==> src/rtl/mem_arb_pkg.sv <==
// Shared types for the DRAM slot arbiter: owner encoding, FSM state and
// the CPU starvation counter width.
package mem_arb_pkg;

  typedef enum logic [2:0] {
    OWN_NONE = 3'd0,
    OWN_VID  = 3'd1,
    OWN_REF  = 3'd2,
    OWN_DMA  = 3'd3,
    OWN_BLT  = 3'd4,
    OWN_CPU  = 3'd5
  } owner_t;

  typedef enum logic {
    ST_WAIT = 1'b0,
    ST_RUN  = 1'b1
  } state_t;

  localparam int CPU_WAIT_W = 4;

endpackage

==> src/rtl/mem_slot_arbiter_refresh_timer.sv <==
// Refresh interval timer: counts even slots and raises a refresh request on
// each wrap, flagging a miss when the previous request was never served.
module refresh_timer #(
  parameter int REF_INTERVAL = 64
) (
  input  logic clk32,
  input  logic rst,
  input  logic even_tick,
  input  logic ref_grant,
  output logic ref_pending,
  output logic ref_miss
);

  localparam int CNT_W = $clog2(REF_INTERVAL);
  localparam logic [CNT_W-1:0] CNT_LAST = CNT_W'(REF_INTERVAL - 1);

  logic [CNT_W-1:0] ref_cnt_q, ref_cnt_d;
  logic             ref_pending_q, ref_pending_d;
  logic             ref_miss_q, ref_miss_d;
  logic             wrap;

  // NOTE: every variable gets its default first so no path leaves it unassigned (no latch).
  always_comb begin
    ref_cnt_d     = ref_cnt_q;
    ref_pending_d = ref_pending_q;
    ref_miss_d    = 1'b0;
    wrap          = even_tick && (ref_cnt_q == CNT_LAST);

    if (even_tick) begin
      ref_cnt_d = wrap ? '0 : ref_cnt_q + 1'b1;
    end

    // A wrap on the grant edge re-arms the request instead of reporting a miss.
    if (wrap) begin
      ref_pending_d = 1'b1;
      ref_miss_d    = ref_pending_q && !ref_grant;
    end else if (ref_grant) begin
      ref_pending_d = 1'b0;
    end
  end

  // NOTE: sequential state uses non-blocking assignments only.
  always_ff @(posedge clk32 or posedge rst) begin
    if (rst) begin
      ref_cnt_q     <= '0;
      ref_pending_q <= 1'b0;
      ref_miss_q    <= 1'b0;
    end else begin
      ref_cnt_q     <= ref_cnt_d;
      ref_pending_q <= ref_pending_d;
      ref_miss_q    <= ref_miss_d;
    end
  end

  assign ref_pending = ref_pending_q;
  assign ref_miss    = ref_miss_q;

endmodule

==> src/rtl/mem_slot_arbiter.sv <==
// Slot-by-slot DRAM bus arbiter: even slots serve video/refresh, odd slots
// serve DMA/blitter/CPU with CPU starvation protection. Refresh under REFRESH_EN.
module mem_slot_arbiter
  import mem_arb_pkg::*;
#(
  parameter int REF_INTERVAL = 64,
  parameter int CPU_MAX_WAIT = 4
) (
  input  logic       clk32,
  input  logic       rst,
  input  logic       slot_start,
  input  logic       vid_req,
  input  logic       dma_req,
  input  logic       blt_req,
  input  logic       cpu_req,
  output logic [2:0] owner,
  output logic       slot_odd,
  output logic       vid_ack,
  output logic       dma_ack,
  output logic       blt_ack,
  output logic       cpu_ack,
  output logic       ref_miss
);

  localparam logic [CPU_WAIT_W-1:0] WAIT_MAX = CPU_WAIT_W'(CPU_MAX_WAIT);

  state_t                state_q, state_d;
  owner_t                owner_q, owner_d;
  logic                  slot_odd_q, slot_odd_d;
  logic [CPU_WAIT_W-1:0] cpu_wait_q, cpu_wait_d;
  logic                  vid_ack_q, vid_ack_d;
  logic                  dma_ack_q, dma_ack_d;
  logic                  blt_ack_q, blt_ack_d;
  logic                  cpu_ack_q, cpu_ack_d;
  logic                  ref_pending;
  logic                  even_tick;
  logic                  ref_grant;

  // slot_odd_q is the parity of the slot being closed, so 1 means the new slot is even.
  assign even_tick = slot_start && slot_odd_q;
  assign ref_grant = even_tick && (owner_d == OWN_REF);

`ifdef REFRESH_EN
  refresh_timer #(
    .REF_INTERVAL(REF_INTERVAL)
  ) u_refresh_timer (
    .clk32      (clk32),
    .rst        (rst),
    .even_tick  (even_tick),
    .ref_grant  (ref_grant),
    .ref_pending(ref_pending),
    .ref_miss   (ref_miss)
  );
`else
  logic unused_refresh;
  assign unused_refresh = ref_grant ^ (|REF_INTERVAL);
  assign ref_pending    = 1'b0;
  assign ref_miss       = 1'b0;
`endif

  always_comb begin
    state_d    = state_q;
    owner_d    = owner_q;
    slot_odd_d = slot_odd_q;
    cpu_wait_d = cpu_wait_q;
    vid_ack_d  = 1'b0;
    dma_ack_d  = 1'b0;
    blt_ack_d  = 1'b0;
    cpu_ack_d  = 1'b0;

    if (slot_start) begin
      state_d    = ST_RUN;
      slot_odd_d = !slot_odd_q;

      // Close the outgoing slot; a request dropped by now is abandoned.
      if (state_q == ST_RUN) begin
        unique case (owner_q)
          OWN_VID: vid_ack_d = vid_req;
          OWN_DMA: dma_ack_d = dma_req;
          OWN_BLT: blt_ack_d = blt_req;
          OWN_CPU: cpu_ack_d = cpu_req;
          default: ;
        endcase
      end

      if (slot_odd_q) begin
        if (vid_req)          owner_d = OWN_VID;
        else if (ref_pending) owner_d = OWN_REF;
        else if (dma_req)     owner_d = OWN_DMA;
        else                  owner_d = OWN_NONE;
      end else begin
        if (cpu_req && (cpu_wait_q == WAIT_MAX)) owner_d = OWN_CPU;
        else if (dma_req)                        owner_d = OWN_DMA;
        else if (blt_req)                        owner_d = OWN_BLT;
        else if (cpu_req)                        owner_d = OWN_CPU;
        else                                     owner_d = OWN_NONE;

        if (!cpu_req || (owner_d == OWN_CPU)) begin
          cpu_wait_d = '0;
        end else if (cpu_wait_q != WAIT_MAX) begin
          cpu_wait_d = cpu_wait_q + 1'b1;
        end
      end
    end
  end

  always_ff @(posedge clk32 or posedge rst) begin
    if (rst) begin
      state_q    <= ST_WAIT;
      owner_q    <= OWN_NONE;
      slot_odd_q <= 1'b1;
      cpu_wait_q <= '0;
      vid_ack_q  <= 1'b0;
      dma_ack_q  <= 1'b0;
      blt_ack_q  <= 1'b0;
      cpu_ack_q  <= 1'b0;
    end else begin
      state_q    <= state_d;
      owner_q    <= owner_d;
      slot_odd_q <= slot_odd_d;
      cpu_wait_q <= cpu_wait_d;
      vid_ack_q  <= vid_ack_d;
      dma_ack_q  <= dma_ack_d;
      blt_ack_q  <= blt_ack_d;
      cpu_ack_q  <= cpu_ack_d;
    end
  end

  assign owner    = owner_q;
  assign slot_odd = slot_odd_q;
  assign vid_ack  = vid_ack_q;
  assign dma_ack  = dma_ack_q;
  assign blt_ack  = blt_ack_q;
  assign cpu_ack  = cpu_ack_q;

endmodule

==> config.mk <==
export PLATFORM = sky130hd
export DESIGN_NAME = mem_slot_arbiter
export DESIGN_NICKNAME = d
export VERILOG_FILES = /design/src/rtl/mem_arb_pkg.sv /design/src/rtl/mem_slot_arbiter_refresh_timer.sv /design/src/rtl/mem_slot_arbiter.sv
export SDC_FILE = /design/constraint.sdc
export NUM_CORES = 1
export LEC_CHECK = 0
export ABC_AREA = 1
export CORE_MARGIN = 2
export CORE_UTILIZATION = 46
export CTS_CLUSTER_DIAMETER = 200
export CTS_CLUSTER_SIZE = 30
export DETAILED_ROUTE_END_ITERATION = 6
export PLACE_DENSITY = 0.79
export SLEW_MARGIN = 20
export SYNTH_ARGS = -nofsm -noshare
export SYNTH_HDL_FRONTEND = slang
export SYNTH_SLANG_ARGS = --single-unit
==> constraint.sdc <==
create_clock -name clk32 -period 1.5 [get_ports clk32]
set_input_delay 0.3 -clock clk32 [delete_from_list [all_inputs] [get_ports clk32]]
set_output_delay 0.3 -clock clk32 [all_outputs]
set_load 0.03 [all_outputs]
==> impl_results.md <==
- Status: finished, final reports clean
- Finished Cell Area: 832 sq um
- PD cells: 1090 nW/um^2
- DRT antenna net count: 0
- DRT Pass-1 Iters: 4
- Most numerous cell in the Yosys netlist: nand2_1
- Fin Clk Skew: 0.00111 ns
- Die ar.: 1770 sq um
- IO buf count: 14
- Synthesized flop and latch total: 13
- Clk Latency, worst-skew pair: 0.27 ns
- Gr ovfl total: 0
- H-tree Lvls: 1
- Type of the worst min-delay path: in2async
- Final hold vios: 0
- Post-DP HPWL: 985 um
- Final #Nets: 109
- Synth top area share: 0.451
- Worst EP arrival: 1.09 ns
- Crit Path Class: reg2out
- Initial antenna violation count: 0
- TNS Setup: 0 ns
- Slew Limit Fails: 0
- Clock Pin Slew Worst Setup and Hold Paths: 0.08 ns
- Cts bufs inserted: 3
- Post-CTS Setup Bufs: 0
- Number of flops mapped to enable cells by yosys: 0
- Final setup fails: 0
- Required @ worst endpoint: 1.20 ns
- Count of cell types in the netlist: 20
- Synth area leader: dfrtp_1
- Global Route Usage Sum: 0.159
- P&R area growth vs syn: 25.0%
- Buf+Inv Stages, Crit Path: 1
- Synth Area in Simple Gates: 0.233
- Core Area: 1330 sq um
- Root buf cell: clkbuf_4
- Setup crit start kind: flip-flop
- Synthesized netlist cell count: 82
- Placer Congestion: 0.815
- Vias post-DR: 579
- RSZ-0062 raised after global routing: no
- Cts hold-fix bufs: 0
- Vias in the first global route: 525
- Largest net degree at the start of global routing: 14
- Commonest cells in the netlist: nand2_1 (16), inv_1 (15), dfrtp_1 (12)
- Fin util: 0.624
- Post-layout minimum cycle time: 1.39 ns
- Crit-path max FO: 4
- Top post-synthesis cells by area: dfrtp_1 (45%), nand2_1 (9.0%), inv_1 (8.5%)
- Async set-reset flop share out of synthesis: 1.00
- Synth Area in XOR/XNOR: 0
- Crit path cell chain: dlygate4sd2_1
- Routed len/inst: 11.1 um
- # diodes: 0
- Site Rows: 13
- Chip width: 42.0 um
- IO Pins: 16
- Bufs on Longest Clock Path: 2
- Compound-cell area share of the yosys netlist: 0.120
- DP Area: 815 sq um
- P_leak: 0.421 nW
- Synthesized area per cell: 8.12 sq um
- Routed Wire Length: 1270 um
- CP delay by family, top: buffers and inverters
- Main combinational cell family by area after synthesis: simple AND/OR/NAND/NOR gates
- Endpoint class of the critical path: primary output
- F_max: 0.721 GHz
- Slowest CP cell: dlygate4sd2_1
- Largest stage delay on the critical path: 0.42 ns
- CTS tree: built
- Die Ht: 42.0 um
- Register area share after synthesis: 0.491
- Top FF cell, synth: dfrtp_1
- Residual DRC: 0
- Initial Utilization: 0.499
- Post-Syn Area: 666 sq um
- Share of cells above drive strength 1: 0.101
- Final Power: 0.909 mW
- Final Cycle Share: 0.925
- 1st-iter DRT viols: 5
- Worst VDD drop: 512 uV
- Yosys warns: 0
- Clk sinks: 13
- Mapped Nets: 91
- Number of max-cap violations: 0
- First-pass GRT wire length: 2180 um
- Mux cell area share after synthesis: 0
- Via/cell ratio: 5.08
- Adder and majority cell fraction of the synthesized area: 0.0376
[cell families after synthesis]
family,count (synthesis)
simple gates,33
flops,13
other cells,1
buf+inv,18
fa+ha+maj,2
compound gates,15
[power breakdown]
part	leakage, nW	internal (mW)	switching, mW
Sequential	0.166	0.395	0.0471
Combinational	0.239	0.0920	0.158
Clock	0.0150	0.103	0.114
[state kept, by name (all words and copies together), names as in the netlist]
signal	flops
cpu_ack	1
dma_ack	1
vid_ack	1
blt_ack	1
state_q	1
cpu_wait_q	4
owner	3
slot_odd	1
[cell usage in the layout, fill, tap and decap left out]
| cell type | Yosys | routed |
|---|---|---|
| a21oi_1 | 8 | 8 |
| buf_4 | 2 | 2 |
| clkbuf_1 | 0 | 1 |
| clkbuf_4 | 0 | 3 |
| clkdlybuf4s50_1 | 0 | 6 |
| conb_1 | 1 | 1 |
| dfrtp_1 | 12 | 12 |
| dfstp_2 | 1 | 1 |
| dlygate4sd2_1 | 0 | 7 |
| ha_1 | 2 | 2 |
| inv_1 | 15 | 15 |
| inv_2 | 1 | 1 |
| nand2_1 | 16 | 16 |
| nand2_2 | 1 | 1 |
| nand3_1 | 7 | 7 |
| nand4_1 | 1 | 1 |
| nor2_1 | 2 | 2 |
| nor2_4 | 1 | 1 |
| nor3_1 | 2 | 2 |
| nor4_1 | 2 | 2 |
| o211ai_1 | 1 | 1 |
| o21ai_0 | 5 | 5 |
| o21bai_1 | 1 | 1 |
| or2_2 | 1 | 1 |
[final timing paths]
kind                          startpoint            end  slack, ns  cells past startpoint
setup reg to reg           cpu_wait_q[0]       owner[1]       0.25                      5
min in group clk32              owner[1]        blt_ack       0.46                      1
hold / removal                       rst  cpu_wait_q[3]       0.34                      2
max in group asynchronous            rst       slot_odd       0.81                      2
setup / recovery                owner[0]       owner[0]       0.11                      1
hold reg to reg                 owner[1]        blt_ack       0.46                      1
[metrics by stage]
stage	cells	setup slack, ns	hold slack, ns
after global routing	114	0.0484	0.392
after global placement	110	0.0518	0.462
final	114	0.112	0.342
after detailed placement	110	0.0360	0.463
after floorplan	82	0.390	0.176
after CTS	114	0.101	0.358
[layout make-up]
class	instances	area [sq um]
clock buffers	4	26.3
fillers	126	502
inverters	16	60.1
multi-input cells	51	264
flip-flops and latches	13	327
well taps	15	18.8
repair buffers	15	136
[repair_timing]
item,CTS,global route
hold endpoints to repair,0,0
resized for setup,7,0
endpoints found under the setup margin,7,0
[routing by layer]
| layer | part of all wire | up-vias | track usage | routed length, um |
|---|---|---|---|---|
| met1 | 0.45 | 263 | 0.179 | 571 |
| li1 | - | 294 | - | - |
| met5 | 0 | - | 0 | 0 |
| met3 | 0.060 | 3 | 0.0560 | 76 |
| met2 | 0.48 | 19 | 0.272 | 604 |
| met4 | 0.015 | 0 | 0.0688 | 19 |
(Power assumes the default switching activity.)
